**config.mk**
```make
export PLATFORM = sky130hd
export DESIGN_NAME = fftseq
export DESIGN_NICKNAME = d
export VERILOG_FILES = /design/src/rtl/fft_pkg.sv /design/src/rtl/fftseq_agu.sv /design/src/rtl/fftseq.sv
export SDC_FILE = /design/constraint.sdc
export NUM_CORES = 1
export LEC_CHECK = 0
export ABC_AREA = 1
export CAP_MARGIN = 25
export CORE_MARGIN = 5
export CORE_UTILIZATION = 45
export CTS_BUF_LIST = sky130_fd_sc_hd__clkbuf_16
export CTS_CLUSTER_SIZE = 24
export DETAILED_ROUTE_END_ITERATION = 7
export PLACE_DENSITY = 0.68
export REMOVE_ABC_BUFFERS = 1
export SLEW_MARGIN = 30
export SYNTH_ARGS = -nofsm -noshare
export SYNTH_HDL_FRONTEND = slang
export SYNTH_SLANG_ARGS = --single-unit
```
**constraint.sdc**
```tcl
create_clock -name clk -period 4 [get_ports clk]
set_input_delay 0.8 -clock clk [delete_from_list [all_inputs] [get_ports clk]]
set_output_delay 0.8 -clock clk [all_outputs]
set_load 0.005 [all_outputs]
```
**src/rtl/fft_pkg.sv**
```systemverilog
// Shared constants, FSM state codes and bit-reverse helper for the FFT sequencer.
// Optional load phase is enabled by defining FFTSEQ_BITREV_LOAD_EN.
package fft_pkg;

  localparam int LOG2N_DEF = 7;
  localparam int N_DEF     = 1 << LOG2N_DEF;
  localparam int NH_DEF    = N_DEF / 2;
  localparam int BF_STEPS  = 9;

  typedef logic [3:0] state_t;

  localparam logic [3:0] IDLE  = 4'd0;
  localparam logic [3:0] LD_RD = 4'd1;
  localparam logic [3:0] LD_WR = 4'd2;
  localparam logic [3:0] RDB   = 4'd3;
  localparam logic [3:0] MUL   = 4'd4;
  localparam logic [3:0] CADD  = 4'd5;
  localparam logic [3:0] RDA   = 4'd6;
  localparam logic [3:0] SUB   = 4'd7;
  localparam logic [3:0] WRB   = 4'd8;
  localparam logic [3:0] RDA2  = 4'd9;
  localparam logic [3:0] ADD   = 4'd10;
  localparam logic [3:0] WRA   = 4'd11;
  localparam logic [3:0] DONE  = 4'd12;

  function automatic logic [15:0] bitrev(
    input logic [15:0] v,
    input int          w
  );
    logic [15:0] r;
    r = '0;
    for (int i = 0; i < 16; i++) begin
      if (i < w) r[w-1-i] = v[i];
    end
    return r;
  endfunction

endpackage

```
**src/rtl/fftseq_agu.sv**
```systemverilog
// Butterfly address generator: operand pair (a, b) and twiddle index k
// for stage s, butterfly bf of an in-place radix-2 DIT FFT.
module fftseq_agu
  import fft_pkg::*;
#(
  parameter int LOG2N = LOG2N_DEF
) (
  input  logic [2:0]       s,
  input  logic [LOG2N-2:0] bf,
  output logic [LOG2N-1:0] a,
  output logic [LOG2N-1:0] b,
  output logic [LOG2N-1:0] k
);

  logic [LOG2N-1:0] bfx;
  logic [LOG2N-1:0] h;
  logic [LOG2N-1:0] j;

  always_comb begin
    bfx = {1'b0, bf};
    h   = LOG2N'(1) << s;
    j   = bfx & (h - LOG2N'(1));
    a   = ((bfx >> s) << (int'(s) + 1)) | j;
    b   = a + h;
    k   = j << (LOG2N - 1 - int'(s));
  end

endmodule

```
**src/rtl/fftseq.sv**
```systemverilog
// In-place radix-2 DIT FFT sequencer: FSM, stage/butterfly counters, registered controls.
// FFTSEQ_BITREV_LOAD_EN adds a bit-reversed sample load phase ahead of stage 0.
module fftseq
  import fft_pkg::*;
#(
  parameter int LOG2N = LOG2N_DEF
) (
  input  logic             clk,
  input  logic             reset,
  input  logic             fft_start,
  input  logic             fft_abort,
  output logic             fft_busy,
  output logic             fft_done,
  output logic [2:0]       stage,
  output logic [LOG2N-1:0] regfft_addr,
  output logic             regfft_wren,
  output logic             regfft_insel,
  output logic             regfft_clear,
  output logic [LOG2N-1:0] cfft_addr,
  output logic             cm_en,
  output logic             comadd_en,
  output logic             cm_shift,
  output logic             addsubfft_en,
  output logic             addsubfft_sel,
  output logic             addsubfft_shift,
  output logic [LOG2N-1:0] rd_addr,
  output logic             rd_en
);

  localparam int N  = 1 << LOG2N;
  localparam int NH = N / 2;
  localparam int BW = LOG2N - 1;

  state_t           st, nst;
  logic [2:0]       s, ns;
  logic [BW-1:0]    bf, nbf;
  logic [LOG2N-1:0] na, nb, nk;
  logic             last_bf, last_s, xf;

  logic             busy_d, done_d, wren_d, insel_d;
  logic             cm_d, cadd_d, shf_d, as_en_d, as_sel_d, as_shf_d;
  logic [LOG2N-1:0] addr_d, cfft_d;

`ifdef FFTSEQ_BITREV_LOAD_EN
  logic [LOG2N-1:0] n, nn;
  logic [15:0]      brv;
  logic             last_n;
  logic             rd_en_d;
  logic [LOG2N-1:0] rd_addr_d;

  assign last_n = (n == LOG2N'(N - 1));
  assign brv    = bitrev(16'(nn), LOG2N);
`endif

  assign last_bf = (bf == BW'(NH - 1));
  assign last_s  = (s == 3'(LOG2N - 1));

  always_comb begin
    nst = st;
    ns  = s;
    nbf = bf;
`ifdef FFTSEQ_BITREV_LOAD_EN
    nn  = n;
`endif
    unique case (st)
      IDLE: begin
        if (fft_start) begin
`ifdef FFTSEQ_BITREV_LOAD_EN
          nst = LD_RD;
          nn  = '0;
`else
          nst = RDB;
`endif
        end
      end
`ifdef FFTSEQ_BITREV_LOAD_EN
      LD_RD: nst = LD_WR;
      LD_WR: begin
        if (last_n) begin
          nst = RDB;
          nn  = '0;
        end else begin
          nst = LD_RD;
          nn  = n + LOG2N'(1);
        end
      end
`endif
      RDB:  nst = MUL;
      MUL:  nst = CADD;
      CADD: nst = RDA;
      RDA:  nst = SUB;
      SUB:  nst = WRB;
      WRB:  nst = RDA2;
      RDA2: nst = ADD;
      ADD:  nst = WRA;
      WRA: begin
        if (!last_bf) begin
          nbf = bf + BW'(1);
          nst = RDB;
        end else if (!last_s) begin
          nbf = '0;
          ns  = s + 3'd1;
          nst = RDB;
        end else begin
          nbf = '0;
          ns  = '0;
          nst = DONE;
        end
      end
      DONE:    nst = IDLE;
      default: nst = IDLE;
    endcase
    // abort overrides everything, including a same-cycle start
    if (fft_abort) begin
      nst = IDLE;
      ns  = '0;
      nbf = '0;
`ifdef FFTSEQ_BITREV_LOAD_EN
      nn  = '0;
`endif
    end
  end

  fftseq_agu #(
    .LOG2N(LOG2N)
  ) u_agu (
    .s (ns),
    .bf(nbf),
    .a (na),
    .b (nb),
    .k (nk)
  );

  // Outputs are decoded from next state so they register in step with it.
  always_comb begin
    xf       = nst inside {RDB, MUL, CADD, RDA, SUB, WRB, RDA2, ADD, WRA};
    busy_d   = (nst != IDLE) && (nst != DONE);
    done_d   = (nst == DONE);
    insel_d  = !(nst inside {IDLE, LD_RD, LD_WR});
    cfft_d   = xf ? nk : '0;
    addr_d   = '0;
    wren_d   = 1'b0;
    cm_d     = 1'b0;
    cadd_d   = 1'b0;
    shf_d    = 1'b0;
    as_en_d  = 1'b0;
    as_sel_d = 1'b0;
    as_shf_d = 1'b0;
`ifdef FFTSEQ_BITREV_LOAD_EN
    rd_en_d   = 1'b0;
    rd_addr_d = '0;
`endif
    unique case (nst)
`ifdef FFTSEQ_BITREV_LOAD_EN
      LD_RD: begin
        rd_en_d   = 1'b1;
        rd_addr_d = nn;
      end
      LD_WR: begin
        addr_d = brv[LOG2N-1:0];
        wren_d = 1'b1;
      end
`endif
      RDB:  addr_d = nb;
      MUL:  cm_d = 1'b1;
      CADD: begin
        cadd_d = 1'b1;
        shf_d  = 1'b1;
      end
      RDA:  addr_d = na;
      SUB: begin
        addr_d   = na;
        as_en_d  = 1'b1;
        as_sel_d = 1'b1;
        as_shf_d = 1'b1;
      end
      WRB: begin
        addr_d = nb;
        wren_d = 1'b1;
      end
      RDA2: addr_d = na;
      ADD: begin
        addr_d   = na;
        as_en_d  = 1'b1;
        as_shf_d = 1'b1;
      end
      WRA: begin
        addr_d = na;
        wren_d = 1'b1;
      end
      default: ;
    endcase
  end

  always_ff @(posedge clk or negedge reset) begin
    if (!reset) begin
      st              <= IDLE;
      s               <= '0;
      bf              <= '0;
      fft_busy        <= 1'b0;
      fft_done        <= 1'b0;
      stage           <= '0;
      regfft_addr     <= '0;
      regfft_wren     <= 1'b0;
      regfft_insel    <= 1'b0;
      cfft_addr       <= '0;
      cm_en           <= 1'b0;
      comadd_en       <= 1'b0;
      cm_shift        <= 1'b0;
      addsubfft_en    <= 1'b0;
      addsubfft_sel   <= 1'b0;
      addsubfft_shift <= 1'b0;
    end else begin
      st              <= nst;
      s               <= ns;
      bf              <= nbf;
      fft_busy        <= busy_d;
      fft_done        <= done_d;
      stage           <= ns;
      regfft_addr     <= addr_d;
      regfft_wren     <= wren_d;
      regfft_insel    <= insel_d;
      cfft_addr       <= cfft_d;
      cm_en           <= cm_d;
      comadd_en       <= cadd_d;
      cm_shift        <= shf_d;
      addsubfft_en    <= as_en_d;
      addsubfft_sel   <= as_sel_d;
      addsubfft_shift <= as_shf_d;
    end
  end

`ifdef FFTSEQ_BITREV_LOAD_EN
  always_ff @(posedge clk or negedge reset) begin
    if (!reset) begin
      n       <= '0;
      rd_en   <= 1'b0;
      rd_addr <= '0;
    end else begin
      n       <= nn;
      rd_en   <= rd_en_d;
      rd_addr <= rd_addr_d;
    end
  end
`else
  assign rd_en   = 1'b0;
  assign rd_addr = '0;
`endif

  // the imaginary clear on load is handled inside the datapath
  assign regfft_clear = 1'b0;

endmodule
```
# Word level (Yosys, flattened, before mapping)
# Cells that the tools add are included.
# op_classes
n_eq_ne,24
n_bitwise,2
shift,4
muxes,19
n_reduce_logical,11
n_addsub,6
# op_table
cell,count
<< shifter 7 x 32 -> 7 bit,2
case mux 4 bit (10 select lines),1
equality test 4 bit (second input constant),9
equality test 4 x 3 -> 1 bit (second input constant),8
2-to-1 mux 6 bit,3
2-to-1 mux 4 bit,4
case mux 7 bit (2 select lines),1
equality test 4 x 2 -> 1 bit (second input constant),3
2-to-1 mux 3 bit,4
nonzero test 9 bit,1
zero test 4 bit,2
adder 7 bit,1
bitwise AND 6 x 7 -> 7 bit,1
2-to-1 mux 7 bit,1
OR 7 bit,1
<< shifter 1 x 3 -> 7 bit (first input constant),1
>> shifter 6 x 3 -> 7 bit,1
subtractor 7 x 1 -> 7 bit (second input constant),1
adder 6 x 1 -> 6 bit (second input constant),1
equality test 6 bit (second input constant),1
OR reduction 2 bit,3
2-to-1 mux 1 bit,5
OR reduction 5 bit,1
adder 3 x 1 -> 4 bit (second input constant),1
other kinds (9),9
# totals
reg_bits,35
output_inout_bits,36
input_bits,4

# Longest topological paths before layout
# logic_depth
ltp_word,11
depth_mapped,27

# By module
# A second synthesis with hierarchy kept.
# unflattened
hier_cells,377
hier_area_um2,2736.4
# by_module_without_submodules
mod,instances,area_each_um2,cells_each
fftseq,1,1717.9,190
fftseq_agu,1,1018.5,187

# Worst setup path before layout
# Ideal clock, no wire load.
# synth_path
path_type,reg2reg
startpoint,register bf[0]
endpoint,register regfft_addr[6]
arrival_ns,3.508
synth_period_minus_slack_ns,3.630
required_ns,3.878
stages_incl_launch_ff,24
n_path_buf,1
path_slack_ns,0.370
path_cell_list,dfrtp_1 -> ha_1 -> nand3_2 -> nor2_8 -> nand2_2 -> nand2_2 -> nand3_2 -> inv_2 -> buf_2 -> ha_1 -> ha_1 -> inv_1 -> o21ai_1 -> ha_1 -> fa_1 -> a21oi_1 -> o21bai_1 -> nand2_1 -> nand2_1 -> a21oi_1 -> xor2_1 -> a21oi_1 -> nand2_1 -> o21ai_1
# synth_via
elab_chain_cells,10
word_cells_on_any_way,29
classes_between,add/sub (4); eq/ne (8); shift (3); mux (10); bitwise (2); reduce/logical (2)
# synth_rtl
item,line,text
start: declaration,fftseq.sv:36,"logic [BW-1:0] bf, nbf;"
start signal: assignment,fftseq.sv:216,bf <= nbf;
equality test 6 bit (*),fftseq.sv:55,assign last_bf = (bf == BW'(NH - 1));
2-to-1 mux 3 bit (*),fftseq.sv:97,if (!last_bf) begin
2-to-1 mux 3 bit (*),fftseq.sv:65,unique case (st)
2-to-1 mux 3 bit (*),fftseq.sv:114,if (fft_abort) begin
named net ns[0],fftseq.sv:35,"logic [2:0] s, ns;"
<< shifter 1 x 3 -> 7 bit,fftseq_agu.sv:21,h = LOG2N'(1) << s;
subtractor 7 x 1 -> 7 bit,fftseq_agu.sv:22,j = bfx & (h - LOG2N'(1));
bitwise AND 6 x 7 -> 7 bit,fftseq_agu.sv:22,
OR 7 bit,fftseq_agu.sv:23,a = ((bfx >> s) << (int'(s) + 1)) | j;
adder 7 bit,fftseq_agu.sv:24,b = a + h;
case mux 7 bit (2 select lines) (*),fftseq.sv:153,unique case (nst)
named net addr_d[6],fftseq.sv:42,"logic [LOG2N-1:0] addr_d, cfft_d;"
end signal: assignment,fftseq.sv:220,regfft_addr <= addr_d;
end: declaration,fftseq.sv:15,"output logic [LOG2N-1:0] regfft_addr,"
# The timed path passes the listed nets; every way through them passes the cells marked *.

# Final worst setup path
# layout_path
startpoint,register bf[0]
endpoint,register regfft_addr[5]
# The elaborated chain is that of the path after synthesis.

==> out/results.txt <==
Ys flop type = dfrtp_1
Crit-path max FO = 8
Critical Path Source = bf[0]
Yosys warnings = 0
Reg area = 876 sq um
Area occupied by multi-input gates = 1620 sq um
Row count = 28
Hold_ws = 0.698 ns
Fill cells = 567
WP data arrival = 3.85 ns
Post-Synth XOR/XNOR Area = 0.969%
Cell Area, Synth = 2710 sq um
Hold_sp = bf[3]
Synth area leaders = dfrtp_1 (32%), nand2_1 (15%), nand3_1 (7.9%), ha_1 (7.4%), inv_1 (5.1%)
Routed wire per std cell = 14.0 um
GRT overflow = 0
Die height = 87.6 um
CTS tree = built
Post-synth EDFFs = 0
Initial antenna violation count = 0
Drt via density = 5.32
Pin count of the biggest net entering global routing = 36
P_leak = 1.79 nW
Final core occ = 58.1%
Setup crit end kind = flop
Global-route wire length before repair = 11700 um
Layout Cells excl Fill = 504
Mux contribution to synthesized area = 0%
Crit-path cells = ha_2 -> nand3_2 -> nor2_8 -> nand3_1 -> nand2_1 -> nand2_1 -> nor2_4 -> ha_1 -> inv_1 -> nor2_1 -> nand2_1 -> nand3_1 -> nand2_1 -> ha_4 -> a21oi_1 -> inv_1 -> a31oi_2 -> nor2_1 -> o21ai_1 -> nand2_1 -> or2_2 -> nand3_1 -> nand2_1
Count of nets after finishing = 449
Endpoints failing setup = 0
Routed vias = 2680
CP Data Required Time = 4.17 ns
Clk Latency, worst-skew pair = 0.28 ns
Final hold viol count = 0
Gr usage total = 19.2%
Period minus WS final = 3.68 ns
Fmax = 272 MHz
Root Driver = clkbuf_16
DRC errors left = 0
Area delta synth->final = 26.1%
DRT Wirelength = 7060 um
Clock skew = 0.00534 ns
Iteration-0 DRC Markers = 191
CP peak stage delay = 0.40 ns
Peak VDD IR = 184 uV
Crit-path slowest cell = dfrtp_1
Dpl ws = -0.120 ns
Post-DRT Antenna Nets = 0
CP dominant cell by count = nand2_1
Register bit total from synthesis = 35
Setup WS post-layout = 0.323 ns
Top-level I/O count = 40
Avg Inst Size Synth = 7.23 sq um
Cell Pwr Density = 254 nW/um^2
Cells after synthesis = 375
Hold Path Class = flop to flop
Largest family of logic cells by synthesized area = simple AND/OR/NAND/NOR gates
Count leader, synth = nand2_1
Tcrit/Tclk final = 91.9%
Vias in the first global route = 2579
Max-cap violations = 0
Sinks on Clock Net = 35
Post-synth top area share = 32.3%
Router iterations before antenna repair = 4
Adder-cell share of the synthesized area = 8.12%
Synth top cells by count = nand2_1 (110), nand3_1 (43), inv_1 (37)
Longest Clk Path Bufs = 2
Post-synth top area cell = dfrtp_1
Post-CTS Hold Fix Bufs = 0
Initial Utilization = 46.1%
Count of input and output buffers = 30
Placed cell count = 492
Routability Congestion = 0.904
Status = finished, final reports clean
Post-Synth Simple-Gate Area = 38.5%
Width of the die = 87.6 um
Core area = 5890 sq um
Die area = 7680 sq um
Complex-gate fraction of the synthesized area = 9.09%
Seq/Total Area, Yosys = 32.3%
FF-to-FF Start = bf[0]
Reg2reg setup slack = 0.32 ns
Overall power = 867 uW
H-tree Lvls = 2
Diode count = 0
Share of cells above drive strength 1 = 17.7%
Critical path class = flop to flop
Clock slew at reported path FFs = 0.06 ns
Yosys cell types = 42
Asr flop ratio synth = 100%
Nature of the critical path startpoint = flop
Max-slew violation count = 0
DP HPWL = 5440 um
Num CTS Buffers = 5
## placed cells by master, fill, tap and decap left out, types with 6 or more instances in the layout
| master | synthesis | routed |
|---|---|---|
| inv_2 | 7 | 9 |
| a21oi_1 | 12 | 10 |
| dfrtp_1 | 35 | 35 |
| conb_1 | 1 | 9 |
| ha_1 | 16 | 13 |
| nor2_1 | 30 | 30 |
| nand3_1 | 43 | 43 |
| nand2_2 | 6 | 6 |
| inv_1 | 37 | 35 |
| o21ai_1 | 6 | 7 |
| clkdlybuf4s50_1 | 0 | 30 |
| buf_4 | 11 | 23 |
| nand2_1 | 110 | 110 |
| nand4_1 | 6 | 6 |
## layer usage
metal / part of all wire, % / vias to the layer above / track usage [%]
met5: 0 / - / 0
met1: 43 / 1263 / 23.9
met2: 51 / 103 / 34.3
li1: - / 1305 / -
met4: 1.4 / 0 / 5.30
met3: 4.7 / 9 / 2.92
## critical path: cells and delay by family, from the launching register on
family,cells,cell delay (ns)
AO/OA/AOI/OAI,3,0.44
adder cells (fa/ha/maj),3,0.64
buffers and inverters,2,0.14
flip-flops,1,0.40
AND/OR/NAND/NOR,15,1.95
## flip-flops by register name (all words and copies together), names as in the netlist, 3 cells and up
name,cells
cfft_addr,7
regfft_addr,7
bf,6
st,4
s,3
## worst paths after layout
check,end,cells after the start
max in group asynchronous,cfft_addr[2],2
max reg2reg,regfft_addr[5],23
min,bf[3],3
min in group asynchronous,st[2],2
max,regfft_addr[5],23
min reg2reg,bf[3],3
## report_power, final
group | leakage (nW) | total (mW) | internal (mW) | switching, mW
combinational | 1.22 | 0.0687 | 0.0233 | 0.0454
sequential | 0.487 | 0.366 | 0.362 | 0.00431
clock | 0.0812 | 0.433 | 0.290 | 0.142
total | 1.79 | 0.867 | 0.675 | 0.192
## through the flow
step | area, sq um | TNS [ns]
after floorplan | 2610 | 0
after global placement | 3180 | -0.116
after detailed placement | 3180 | -0.120
after CTS | 3340 | 0
after global routing | 3420 | -0.0393
final | 3420 | 0
## area by class of cell
class,instances,area share (%)
repair buffers,55,14.8
multi-input cells,287,47.3
inverters,44,4.83
clock buffers,5,3.66
clock inverters,3,1.13
well taps,75,2.75
flip-flops and latches,35,25.6
## cells by family (layout without fill, tap and decap cells)
group | Yosys count | in the layout
compound gates | 39 | 39
buf+inv | 61 | 107
fa+ha+maj | 17 | 17
xor+xnor | 3 | 3
simple gates | 219 | 219
flops | 35 | 35
other cells | 1 | 9
## what timing repair did
action | CTS | global route
hold endpoints to repair | 0 | 0
resized for setup | 0 | 12
buffers inserted | 0 | 4
endpoints found under the setup margin | 0 | 2
Note: power is estimated with default switching activity, not from simulation.
==> variant: new RTL, same settings <==
Set the package constant `LOG2N_DEF` to 6 (it was 7).
--- a/src/rtl/fft_pkg.sv
+++ b/src/rtl/fft_pkg.sv
@@ -4,3 +4,3 @@
 
-  localparam int LOG2N_DEF = 7;
+  localparam int LOG2N_DEF = 6;
   localparam int N_DEF     = 1 << LOG2N_DEF;
Ports: changed (resized cfft_addr, rd_addr and regfft_addr); port bits go from 40 to 37. No check against the original RTL was run, so the function may have changed too.
==> variant against the original RTL <==
- critical path depth did not move
- wire length fell by 12%
- synthesized area fell by 3.7%
- setup slack got worse by 98 ps
- combinational power fell by 23%
- final area fell by 3.6%
- hold slack got worse by 24 ps
- sequential cell count fell by 3
- via count fell by 10%
- total power fell by 7.3%
- die area fell by 3.3%
- largest cell class unchanged
==> variant: results (changes against the original RTL) <==
area post-placement=3043 µm² (-4.2%); met3 wirelength from detailed routing=344 µm (+4.2%); part of the Yosys area used for sequential elements=0.3067 (-0.01637); share of layout cells above drive strength 1=0.2482 (+0.07100); cell internal power dissipation=637.9 µW (-5.5%); combinational cell power=53.1 µW (-23%); portion of total power attributed to combinational logic=0.066 (-0.013); routability cong.=0.8383 (-7.2%); DIE AREA=7426 µm² (-3.3%); pin count of the biggest net entering global routing=33 (-8.3%); Clock Sinks=32 (-8.6%); top post-synthesis cells by count=sky130_fd_sc_hd__nand2_1 (100), sky130_fd_sc_hd__inv_1 (40), sky130_fd_sc_hd__nand3_1 (34); count of buffers from port buffering=28 (-6.7%); Layout Cells excl Fill=479 (-5.0%); post-detailed-routing wire length=6193 µm (-12%); largest stage delay on the critical path=380 ps (-20 ps); CP Max Fanout=4 (-4); prevailing post-synth register cell=sky130_fd_sc_hd__dfrtp_1; via count of the first global-routing pass=2349 (-8.9%); Worst Clk Skew=7.505 ps (+2.160 ps); Post-synth EDFFs=0 (unchanged); Worst path top cell family by delay=adder cells; all-layer global routing usage=0.1750 (-0.01674); final-stage net count=427 (-4.9%); First DRT Iteration DRCs=87 (-54%); DP HPWL=4802 µm (-12%); fraction of met3 tracks used by global routing=0.04183 (+0.01266); finished layout cell area=3296 µm² (-3.6%); final-layout worst hold slack=673.8 ps (-24.12 ps); first-pass GRT wire length=10580 µm (-9.8%); cell types occupying the most area after synthesis=sky130_fd_sc_hd__dfrtp_1 (31%), sky130_fd_sc_hd__nand2_1 (14%), sky130_fd_sc_hd__ha_1 (7.7%); met2 capacity usage during global routing=0.2887 (-0.05443); fraction of met1 tracks used by global routing=0.2201 (-0.01884); placed instance count=471 (-4.3%); buffers outside the clock class=46 (-16%); R2R setup slack=220 ps (-100 ps); area of the multi-input gates=1632 µm² (+1.0%); pre-CTS setup slack=-29.31 ps (+90.36 ps); Max H-tree Level=2 (unchanged); Antenna Diode Count=0 (unchanged); proportion of final cell area spent on non-clock buffers=0.1260 (-0.02147); non-clock inverter instance count of the final layout=52 (+18%); Filler Cells Inserted=527 (-7.1%); number of buffers on the longest clock path=2 (unchanged); detail-routed via count per cell=5.008 (-5.8%); LEAKAGE=1.692 nW (-5.4%); run status=completed; multi-input combinational cell count=269 (-6.3%); Worst Hold Path EP=bf[3]$_DFF_PN0_; critical path arrival=3990 ps (+140 ps); total area of sequential cells=800.8 µm² (-8.6%); total met2 wirelength after detailed routing=2981 µm (-17%); met1 wire length=2691 µm (-11%); Max VDD drop=0.0001656 V (-10%); post-synthesis cell count=359 (-4.3%); Layout clock area frac=0.04935 (+0.001404); critical path endpoint=regfft_addr[4]$_DFF_PN0_; largest registers=cfft_addr x6, regfft_addr x6, bf x5; post-route minimum period=3775 ps (+97.88 ps); Clk. pwr=418 µW (-3%)
## variant: changes by cell type in the layout (fill, tap and decap cells not counted), moves of 5 or more
cell / delta
sky130_fd_sc_hd__nand2_1: -14
sky130_fd_sc_hd__nand2_2: +13
sky130_fd_sc_hd__nand3_1: -10
sky130_fd_sc_hd__nor2_1: -10
sky130_fd_sc_hd__nor2_4: +6
sky130_fd_sc_hd__buf_4: -5
sky130_fd_sc_hd__inv_2: +5
## variant: logic make-up after synthesis
logic type                 after synthesis  synth area share
AOI/OAI and AO/OA                       31           0.08721
xor gates and xnor gates                 2          0.006709
adders and majority gates               17           0.08433
buffers and inverters                   65            0.1131
DFF                                     32            0.3067
other                                    1          0.001436
and+or+nand+nor                        211            0.4006
## variant: repair_timing
action / in CTS / in global routing
setup endpoints to repair: 0 / 3
hold buffers: 0 / 0
setup buffers: 0 / 0
gates resized for setup: 0 / 26
